==> src/rtl/hazard_ctrl.sv <==
// rtl/hazard_ctrl.sv - pipeline stall/flush controller with mul/div wait FSM and watchdog
// Optional stall-cycle performance counter enabled by defining HAZ_PERF_CNT_EN.
module hazard_ctrl #(
  parameter int MD_TIMEOUT = 64,
  parameter int CNT_W      = 7,
  parameter int PERF_W     = 32
) (
  input  logic              clk,
  input  logic              rst,
  input  logic [4:0]        rs1_ID,
  input  logic [4:0]        rs2_ID,
  input  logic              rs1_used_ID,
  input  logic              rs2_used_ID,
  input  logic [4:0]        rd_EX,
  input  logic              mem_read_EX,
  input  logic              redirect_EX,
  input  logic              md_start_EX,
  input  logic              md_done,
  input  logic              imem_ready,
  output logic              stall_pc,
  output logic              stall_IF_ID,
  output logic              flush_IF_ID,
  output logic              stall_ID_EX,
  output logic              flush_ID_EX,
  output logic              bubble_EX_MEM,
  output logic              md_busy,
  output logic              md_timeout,
  output logic [PERF_W-1:0] stall_cycles
);

  typedef enum logic {
    RUN     = 1'b0,
    MD_WAIT = 1'b1
  } state_t;

  state_t           state;
  logic [CNT_W-1:0] wd_cnt;
  logic             load_use;
  logic             wd_last;

  // A load in EX whose destination feeds a register the ID instruction actually reads.
  assign load_use = mem_read_EX && (rd_EX != 5'd0) &&
                    ((rs1_used_ID && (rs1_ID == rd_EX)) ||
                     (rs2_used_ID && (rs2_ID == rd_EX)));

  assign wd_last = (wd_cnt == CNT_W'(MD_TIMEOUT - 1));

  // Zero-latency control decode from current state and pipeline inputs.
  always_comb begin
    stall_pc      = 1'b0;
    stall_IF_ID   = 1'b0;
    flush_IF_ID   = 1'b0;
    stall_ID_EX   = 1'b0;
    flush_ID_EX   = 1'b0;
    bubble_EX_MEM = 1'b0;
    if (!rst) begin
      case (state)
        RUN: begin
          if (md_start_EX && !md_done) begin
            stall_pc      = 1'b1;
            stall_IF_ID   = 1'b1;
            stall_ID_EX   = 1'b1;
            bubble_EX_MEM = 1'b1;
          end else if (redirect_EX) begin
            flush_IF_ID = 1'b1;
            flush_ID_EX = 1'b1;
          end else if (load_use) begin
            stall_pc    = 1'b1;
            stall_IF_ID = 1'b1;
            flush_ID_EX = 1'b1;
          end else if (!imem_ready) begin
            stall_pc    = 1'b1;
            flush_IF_ID = 1'b1;
          end
        end
        MD_WAIT: begin
          // Other hazards are ignored here; a held redirect acts once back in RUN.
          if (!md_done && !wd_last) begin
            stall_pc      = 1'b1;
            stall_IF_ID   = 1'b1;
            stall_ID_EX   = 1'b1;
            bubble_EX_MEM = 1'b1;
          end
        end
        default: ;
      endcase
    end
  end

  // Mul/div sequencing FSM with watchdog and sticky timeout flag.
  always_ff @(posedge clk) begin
    if (rst) begin
      state      <= RUN;
      wd_cnt     <= '0;
      md_busy    <= 1'b0;
      md_timeout <= 1'b0;
    end else begin
      case (state)
        RUN: begin
          if (md_start_EX && !md_done) begin
            state   <= MD_WAIT;
            wd_cnt  <= CNT_W'(1);
            md_busy <= 1'b1;
          end
        end
        MD_WAIT: begin
          if (md_done) begin
            state   <= RUN;
            wd_cnt  <= '0;
            md_busy <= 1'b0;
          end else if (wd_last) begin
            state      <= RUN;
            wd_cnt     <= '0;
            md_busy    <= 1'b0;
            md_timeout <= 1'b1;
          end else begin
            wd_cnt <= wd_cnt + CNT_W'(1);
          end
        end
        default: begin
          state   <= RUN;
          wd_cnt  <= '0;
          md_busy <= 1'b0;
        end
      endcase
    end
  end

`ifdef HAZ_PERF_CNT_EN
  // Saturating count of cycles in which the PC is held.
  always_ff @(posedge clk) begin
    if (rst) begin
      stall_cycles <= '0;
    end else if (stall_pc && (stall_cycles != {PERF_W{1'b1}})) begin
      stall_cycles <= stall_cycles + PERF_W'(1);
    end
  end
`else
  assign stall_cycles = '0;
`endif

  // The decode never asks a register to hold and clear in the same cycle.
  always_ff @(posedge clk) begin
    assert (!(stall_IF_ID && flush_IF_ID));
    assert (!(stall_ID_EX && flush_ID_EX));
  end

endmodule

==> config.mk <==
export PLATFORM = sky130hd
export DESIGN_NAME = hazard_ctrl
export DESIGN_NICKNAME = d
export VERILOG_FILES = /design/src/rtl/hazard_ctrl.sv
export SDC_FILE = /design/constraint.sdc
export NUM_CORES = 1
export LEC_CHECK = 0
export ABC_AREA = 1
export CORE_MARGIN = 5
export CORE_UTILIZATION = 31
export DETAILED_ROUTE_END_ITERATION = 16
export MAX_ROUTING_LAYER = met4
export PLACE_DENSITY = 0.74
export SLEW_MARGIN = 30
export SYNTH_ARGS = -nofsm -noshare
export SYNTH_HDL_FRONTEND = slang
export SYNTH_SLANG_ARGS = --single-unit
==> constraint.sdc <==
create_clock -name clk -period 1.8 [get_ports clk]
set_clock_uncertainty 0.15 [all_clocks]
set_input_delay 0.18 -clock clk [delete_from_list [all_inputs] [get_ports clk]]
set_output_delay 0.18 -clock clk [all_outputs]
set_load 0.02 [all_outputs]
==> impl_metrics.tcl, run 1 <==
set metrics [dict create \
    power-per-cell-area_mw_per_mm2 463 \
    critical_path.slowest_cell "dfxtp_2" \
    stdcell_count 269 \
    drc 0 \
    num_vias 1043 \
    commonest_cells_post_synth "nand2_1 (42), buf_4 (33), inv_1 (21)" \
    synth_xor_area_share_pct 1.69 \
    port_buffers 31 \
    post_route_antenna_net_violation_count 0 \
    run_status "finished with violations" \
    synth_async_sr_flop_share_pct 0 \
    synth_area_per_cell_sq_um 6.26 \
    synth_largest_area_cell "buf_4" \
    clock_power_share_pct 28.9 \
    globalplace.congestion 0.943 \
    routed_wirelength_mm 2.55 \
    finalHoldViolations 0 \
    critical_path_buf_inv_count 1 \
    rr_startpoint "wd_cnt[1]" \
    finalPower_uw 727 \
    drive_gt1_share_pct 30.9 \
    timing.setup.tns_ns -0.303 \
    ys_top_cells_by_area "buf_4 (24%), dfxtp_1 (19%), nand2_1 (15%)" \
    worst-setup-path-type "reg2out" \
    hold_path_startpoint "md_busy" \
    clock_pin_slew_worst_setup_and_hold_paths_ns 0.07 \
    clock_path_buffers 2 \
    critical_path.most_common_cell "nand2_2" \
    worstHoldPathType "reg2reg" \
    seqCellArea_sq_um 203 \
    power.share.combinational_pct 39.0 \
    worst_ir_drop_vdd_v 0.000280 \
    synth_top_area_share_pct 23.9 \
    grt_pass1_vias 962 \
    detailed_place_hpwl_mm 2.11 \
    synth_enable_flop_cells 0 \
    p_switching_uw 258 \
    htreeDepth 1 \
    tritoncts_num_sinks 10 \
    synth_compound_area_share_pct 8.43 \
    drt_iter0_markers 14 \
    netlist-cell-type-count 25 \
    timing.reg2reg.setup_slack_ns 0.19 \
    die_h_microns 67.9 \
    number_of_register_bits_inferred_by_synthesis 10 \
    top_level_ports 64 \
    final-max-slew-violation-count 0 \
    seq_area_frac_synth_pct 19.3 \
    setup.worst_path.start "wd_cnt[0]" \
    routed_via_density 3.88 \
    antenna_cells 0 \
    clock_tree_from_tritoncts "done" \
    setup_repair_after_global_routing_missed_its_margin "true" \
    maximum_number_of_pins_on_one_net_before_global_route_repair 7 \
    synth_mux_area_share_pct 0 \
    worst_setup_path_end_kind "primary output" \
    die_area_sq_mm 0.00461 \
    wl_per_cell_microns 9.49 \
    clock_insertion_delay_worst_skew_ns 0.28 \
    initial_antenna_violation_count 0 \
    p_int_uw 469 \
    multiInputGateArea_sq_um 652 \
    placeableCoreArea_sq_mm 0.00328 \
    area_growth_syn_to_layout_pct 51.4 \
    synth.most_common_cell "nand2_1" \
    cp_data_required_time_ns 1.47 \
    hold_buffers 0 \
    yosys_warnings 0 \
    start_kind "flop" \
    cts_buffers 3 \
    violations "setup timing" \
    clock-root-buffer "clkbuf_4" \
    grt_usage_pct 12.1 \
    crit_path_cell_chain "ha_4 -> nand2_4 -> nor2_4 -> nand2_2 -> nand2_2 -> a21oi_4 -> nand4_1 -> nand2_1 -> buf_6" \
    cpPeakStageDelay_ns 0.34 \
    final.setup.worst_slack_ns -0.110 \
    std_cell_rows 21 \
    dominantRegCellSynth "dfxtp_1" \
    synth_top_family_by_area "simple AND/OR/NAND/NOR gates" \
    final_net_count 249 \
    placed_cells 262 \
    simple_gate_portion_of_the_synthesized_area_pct 35.1 \
    achievable-frequency_ghz 0.524 \
    floorplan.initialDensity_pct 31.6 \
    critical_path_arrival_ns 1.58 \
    power.leakage_uw 0.000892 \
    grt_pass1_wl_mm 4.04 \
    gr-total-overflow 0 \
    detail_route.first_pass.iterations 4 \
    swShare_pct 35.5 \
    fin_hold_ws_ns 0.317 \
    fp.dieW_microns 67.9 \
    number_of_instances_in_the_synthesized_netlist 166 \
    critPathMaxFanout 3 \
    timing.final.crit_share_pct 106 \
    mappedNetlistArea_sq_mm 0.00104 \
    share_seq_of_total_power_pct 32.2 \
    critical_path.top_delay_family "simple AND/OR/NAND/NOR gates" \
    max-cap-violations 0 \
    finalSetupViolations 4 \
    synth-adder-area-share_pct 1.20 \
    num-fill-cells 336 \
    final.min_clock_period_ns 1.91 \
]
[sequential cells by signal, summed over array words and instances (netlist names)]
signal	flops
wd_cnt	7
md_busy	1
md_timeout	1
state	1
[final cells by class]
class | instances | area share, %
Sequential cell | 10 | 12.9
Multi-Input combinational cell | 126 | 41.4
Clock buffer | 4 | 2.31
Inverter | 28 | 6.84
Timing Repair Buffer | 55 | 32.9
Tap cell | 46 | 3.66
[power by group through the flow]
stage	combinational, uW	clock (uW)	sequential [uW]
3_3_place_gp	270	0	237
4_1_cts	278	222	234
2_1_floorplan	199	0	239
6_report	284	210	234
5_1_grt	310	229	235
3_5_place_dp	271	0	237
[routing by layer]
metal | vias to the layer above | GRT usage [%] | part of all wire, %
met5 | - | - | 0
met4 | 0 | 6.70 | 2.2
met3 | 4 | 2.46 | 8.3
met2 | 39 | 19.9 | 50
met1 | 450 | 13.6 | 40
li1 | 550 | - | -
[stage by stage]
step | instance area (sq um) | utilization (%) | setup slack (ns)
after detailed placement | 1430 | 43.6 | -0.535
after global placement | 1430 | 43.6 | -0.480
after global routing | 1570 | 47.9 | -0.181
final | 1570 | 47.9 | -0.110
after CTS | 1520 | 46.2 | -0.140
after floorplan | 1150 | - | 0.0565
[path summary, 6_finish.rpt]
path / to / depth (start not counted)
setup / recovery: stall_pc / 9
hold / removal: md_busy / 1
setup reg to reg: md_timeout / 9
hold reg to reg: md_busy / 1
[placed cells by master (no fill, tap or decap)]
master	netlist	routed
nand2_1	42	38
conb_1	1	32
buf_4	33	24
inv_1	21	18
nor2_1	13	13
clkdlybuf4s50_1	0	13
inv_2	7	9
dlymetal6s2s_1	0	9
dfxtp_1	10	8
nand2_2	5	7
nand3_1	7	6
buf_6	0	6
nand2_4	1	3
o21ai_0	3	3
a21oi_1	5	3
nor2_2	4	3
clkbuf_4	0	3
dlygate4sd2_1	0	3
a21oi_2	0	2
nor3_2	2	2
o21a_1	2	2
dfxtp_2	0	2
nor2_4	0	1
a21oi_4	1	1
inv_4	0	1
xor2_1	1	1
nand3_2	0	1
nand4_1	1	1
nand3_4	1	1
xnor2_1	1	1
nor4_1	1	1
o21ai_2	1	1
nor3_1	1	1
a21boi_0	1	1
ha_4	0	1
clkbuf_8	0	1
[kinds of logic after synthesis]
group           count (synthesis)
simple gates                   78
buf+inv                        61
compound gates                 13
flops                          10
xor+xnor                        2
fa+ha+maj                       1
other cells                     1
[repair_timing]
item                       in CTS  in global routing
setup buffers                   1                  2
setup endpoints to repair       6                  6
resized for setup              51                 15
pin swaps                       6                 13
[worst reg2reg max path: stages, from the launching register on]
cell	delay, ns
dfxtp_2	0.35
ha_4	0.16
nand2_4	0.06
nor2_4	0.09
nand2_2	0.06
buf_4	0.13
buf_4	0.12
buf_4	0.12
nor3_1	0.18
o21a_1	0.14
Note: power is estimated with default switching activity, not from simulation.
==> run 2, diff against run 1 <==
--- a/config.mk
+++ b/config.mk
@@ -9,8 +9,9 @@
 export CORE_MARGIN = 5
 export CORE_UTILIZATION = 31
 export DETAILED_ROUTE_END_ITERATION = 16
+export DONT_BUFFER_PORTS = 1
 export MAX_ROUTING_LAYER = met4
-export PLACE_DENSITY = 0.74
+export PLACE_DENSITY = 0.5
 export SLEW_MARGIN = 30
 export SYNTH_ARGS = -nofsm -noshare
 export SYNTH_HDL_FRONTEND = slang
==> impl_metrics.tcl, run 2 (synthesis gave the netlist of run 1 again) <==
set metrics [dict create \
    finalPower_uw 639 \
    place_area_sq_um 1000 \
    maximum_number_of_pins_on_one_net_before_global_route_repair 7 \
    critPathMaxFanout 4 \
    multiInputGateArea_sq_um 629 \
    num-fill-cells 369 \
    critical_path.top_delay_family "simple AND/OR/NAND/NOR gates" \
    final.min_clock_period_ns 1.84 \
    antenna_cells 0 \
    power-per-cell-area_mw_per_mm2 555 \
    grt_usage_pct 9.84 \
    clock_pin_slew_worst_setup_and_hold_paths_ns 0.08 \
    die_area_sq_mm 0.00461 \
    routed_via_density 3.95 \
    worst_setup_path_end_kind "primary output" \
    die_h_microns 67.9 \
    routed_wirelength_mm 2.25 \
    globalplace.congestion 0.824 \
    area_growth_syn_to_layout_pct 11.0 \
    std_cell_rows 21 \
    clock_path_buffers 2 \
    critical_path.most_common_cell "nand2_2" \
    drive_gt1_share_pct 24.9 \
    reg2reg_depth 6 \
    critical_path_arrival_ns 1.51 \
    gr-total-overflow 0 \
    crit_path_cell_chain "ha_4 -> nand2_4 -> nor2_2 -> nand2_2 -> nand2_2 -> a21oi_4 -> nand4_1 -> nand2_2" \
    initial_antenna_violation_count 0 \
    critical_path.slowest_cell "dfxtp_2" \
    violations "setup timing" \
    p_int_uw 403 \
    clock_tree_from_tritoncts "done" \
    grt_pass1_wl_mm 3.27 \
    final_net_count 207 \
    final-max-slew-violation-count 0 \
    tritoncts_num_sinks 10 \
    critical_path_buf_inv_count 0 \
    final_common_cell "nand2_1" \
    postLayoutCellArea_sq_mm 0.00115 \
    placeableCoreArea_sq_mm 0.00328 \
    num_vias 896 \
    share_seq_of_total_power_pct 37.1 \
    commonest_cells_after_routing_fill_and_taps_aside "nand2_1 (38), conb_1 (32), inv_1 (19)" \
    swShare_pct 37.0 \
    grt_pass1_vias 766 \
    p_switching_uw 237 \
    timing.final.crit_share_pct 102 \
    power.leakage_uw 0.000619 \
    final.setup.worst_slack_ns -0.0374 \
    port_buffers 0 \
    fp.dieW_microns 67.9 \
    timing.setup.tns_ns -0.0710 \
    floorplan.initialDensity_pct 31.6 \
    cts_buffers 3 \
    achievable-frequency_ghz 0.544 \
    worst_ir_drop_vdd_v 0.000155 \
    placed_cells 213 \
    post_route_antenna_net_violation_count 0 \
    hold_path_depth 5 \
    drt_iter0_markers 14 \
    finalHoldViolations 0 \
    drc 0 \
    finalSetupViolations 2 \
    wl_per_cell_microns 9.91 \
    setup_repair_after_global_routing_missed_its_margin "true" \
    worstHoldPathType "in2reg" \
    htreeDepth 1 \
    start_kind "flop" \
    max_reg_flops 7 \
    clock_power_share_pct 33.3 \
    fin_hold_ws_ns 0.0615 \
    detailed_place_hpwl_mm 1.80 \
    clock-root-buffer "clkbuf_4" \
    worstSetupPathDepth 8 \
    cp_data_required_time_ns 1.47 \
    max-cap-violations 0 \
    worst-setup-path-type "reg2out" \
    top_level_ports 64 \
    cpPeakStageDelay_ns 0.34 \
    largest-register "wd_cnt" \
    power.share.combinational_pct 29.6 \
    run_status "finished with violations" \
    detail_route.first_pass.iterations 3 \
    stdcell_count 227 \
    clock_insertion_delay_worst_skew_ns 0.28 \
    seqCellArea_sq_um 204 \
]
[run 2: changes by cell type in the layout (fill, tap and decap cells not counted), sizes merged]
cell,change
buf,-21
clkdlybuf4s50,-13
dlymetal6s2s,-9
dlygate4sd3,+4
dlygate4sd2,-3
[run 2: area by class of cell]
type / count / area share [%]
Timing Repair Buffer: 13 / 10.4
Inverter: 28 / 9.12
Multi-Input combinational cell: 126 / 54.6
Clock buffer: 4 / 3.15
Sequential cell: 10 / 17.7
Tap cell: 46 / 4.99
[run 2: power groups by stage]
stage                     Combinational [uW]  Sequential (uW)  Clock (uW)
after floorplan                          199              239           0
after global placement                   168              240           0
after detailed placement                 167              241           0
after CTS                                186              236         219
after global routing                     210              238         233
final                                    189              237         213
[run 2: tightest hold or removal path: cells and delay by family]
family	cells	cell delay, ns
AND/OR/NAND/NOR	2	0.15
buffers and inverters	2	0.07
AO/OA/AOI/OAI	1	0.06
[run 2: metrics by stage]
step,utilization (%),setup slack [ns]
6_report,35.1,-0.0374
5_1_grt,35.1,-0.141
4_1_cts,34.7,-0.0628
3_5_place_dp,30.4,0.127
3_3_place_gp,30.4,0.170
2_1_floorplan,-,0.0565
[run 2: what timing repair did]
action / in CTS / in global routing
gates cloned: 0 / 0
pin swaps: 6 / 6
resized for setup: 9 / 3
hold buffers: 4 / 0
setup buffers: 5 / 1
endpoints found under the setup margin: 4 / 6
endpoints found under the hold margin: 5 / 0
[run 2: final timing paths]
kind / start / end / slack [ns]
worst min-delay path: md_done / state / 0.06
worst max register to register: state / wd_cnt[1] / 0.17
worst min register to register: wd_cnt[6] / wd_cnt[6] / 0.33
worst max-delay path: wd_cnt[0] / stall_IF_ID / -0.04
[run 2: metal layers]
metal  global-route usage [%]  wire length [microns]
met5                        -                      0
met2                     17.3                   1100
met1                     10.4                    890
met4                     2.98                     32
met3                     3.45                    228
==> RTL edit (settings of run 2) <==
Change the parameter `CNT_W` from 7 to 9.
--- a/src/rtl/hazard_ctrl.sv
+++ b/src/rtl/hazard_ctrl.sv
@@ -3,5 +3,5 @@
 module hazard_ctrl #(
   parameter int MD_TIMEOUT = 64,
-  parameter int CNT_W      = 7,
+  parameter int CNT_W      = 9,
   parameter int PERF_W     = 32
 ) (
Behaviour: no difference found for any inputs over 10 cycles, from zero or initial values and one cycle with rst high; that may be too few to reach the edited logic, so the function may still have changed.
==> RTL edit against run 2 <==
Design area grew 8.4%. Sequential power increased by 22%. Area after synthesis grew 9.9%. Cell count rose by 4.8%. Sequential cell count is 2 higher. Total power is 27% higher. Via count up 5.7%. Global-route usage up 0.14 points. Setup slack better by 110 ps. Die area is 8.4% higher. Wire length rose by 8.1%. Largest power group is now the clock network.
==> RTL edit: results (changes against run 2) <==
Crit path DAT - 1400 ps (-110 ps)
Total Routed Length - 2430 microns (+8.1%)
Crit share post-route - 95.9% (-6.2 points)
DR WL met3 - 258 microns (+13%)
Post-synthesis register bit count - 12 (+2)
Clock transition at path regs - 60 ps (-20 ps)
Worst r2r dst - wd_cnt[5]
Worst R2R Path Depth - 9 (+3)
Internal Power - 527 uW (+31%)
Flop2flop setup slack - 300 ps (+130 ps)
M1 WL - 1060 microns (+19%)
Fraction of area in registers - 19.4% (+1.7 points)
Hold WS - 8.90 ps (-52.6 ps)
Flop pwr share - 35.4% (-1.7 points)
Filler Cells Inserted - 398 (+7.9%)
Clock Root Buffer - clkbuf_8
Insertion delay to the later sink of the worst-skew pair - 240 ps (-40 ps)
CP Launch Type - register
Layout clock area frac - 4.41% (+1.3 points)
Most frequent cells after synthesis - nand2_1, buf_4, inv_1
# hold bufs at CTS - 2 (-2)
Layout cells sized above 1 - 17.9% (-7.0 points)
Gr usage total - 9.98% (+0.14 points)
DR iter-0 viols - 43 (+29)
Dpl ws - 133 ps (+5.64 ps)
Peak VDD IR - 0.408 mV (+160%)
Multi-In Gates - 140 (+11%)
DR WL met2 - 1090 microns (-0.55%)
Placer Congestion - 0.731 (-11%)
Vias in the first global route - 816 (+6.5%)
Combinational cell power - 228 uW (+21%)
Post-CTS Setup Repair Bufs - 3 (-2)
Dominant cells by area after synthesis - buf_4, dfxtp_1, nand2_1, inv_1, nor2_1
Status - completed
Number of nets in the layout - 216 (+4.3%)
Area after DPL - 1080 sq um (+7.8%)
CTS resizes - 14 (+5)
Hold Path Sink - wd_cnt[8]
P_leak - 0.000620 uW (+0.22%)
Crit-path max FO - 3 (-1)
Synth cell types - 27 (+8.0%)
Worst hold start - rst
Register area share after synthesis - 21.1% (+1.8 points)
First-pass GRT wire length - 3860 microns (+18%)
Largest net degree at the start of global routing - 9 (+2)
DP HPWL - 2000 microns (+11%)
NonClk Buf Share - 4.01% (-6.4 points)
Largest stage delay, worst path - 360 ps (+20 ps)
1st-pass router iterations - 4 (+1)
## RTL edit: cell count changes after synthesis, sizes merged, moves of 2 or more
cell / change
o21a: -2
o21ai: +5
dfxtp: +2
nand2: +7
## RTL edit: metrics by stage
| stage | power [uW] | utilization, % | std cells | setup TNS, ps |
|---|---|---|---|---|
| after floorplan | 518 | - | 213 | 0 |
| after global placement | 487 | 29.9 | 229 | 0 |
| after detailed placement | 485 | 29.9 | 229 | 0 |
| after CTS | 814 | 33.9 | 238 | 0 |
| after global routing | 862 | 34.6 | 238 | -3.04 |
| final | 812 | 34.6 | 238 | 0 |
## RTL edit: cells by family after synthesis
kind of cell    count (synthesis)  share of synthesized area (%)
other cells                     1                          0.329
buf+inv                        61                           30.9
fa+ha+maj                       1                           1.10
simple gates                   88                           37.2
xor+xnor                        2                           1.54
flops                          12                           21.1
compound gates                 17                           7.89
## RTL edit: per-layer routing
metal	vias up	track usage, %
met3	2	4.12
met1	391	12.1
met5	-	-
met2	42	15.7
met4	0	1.88
li1	512	-
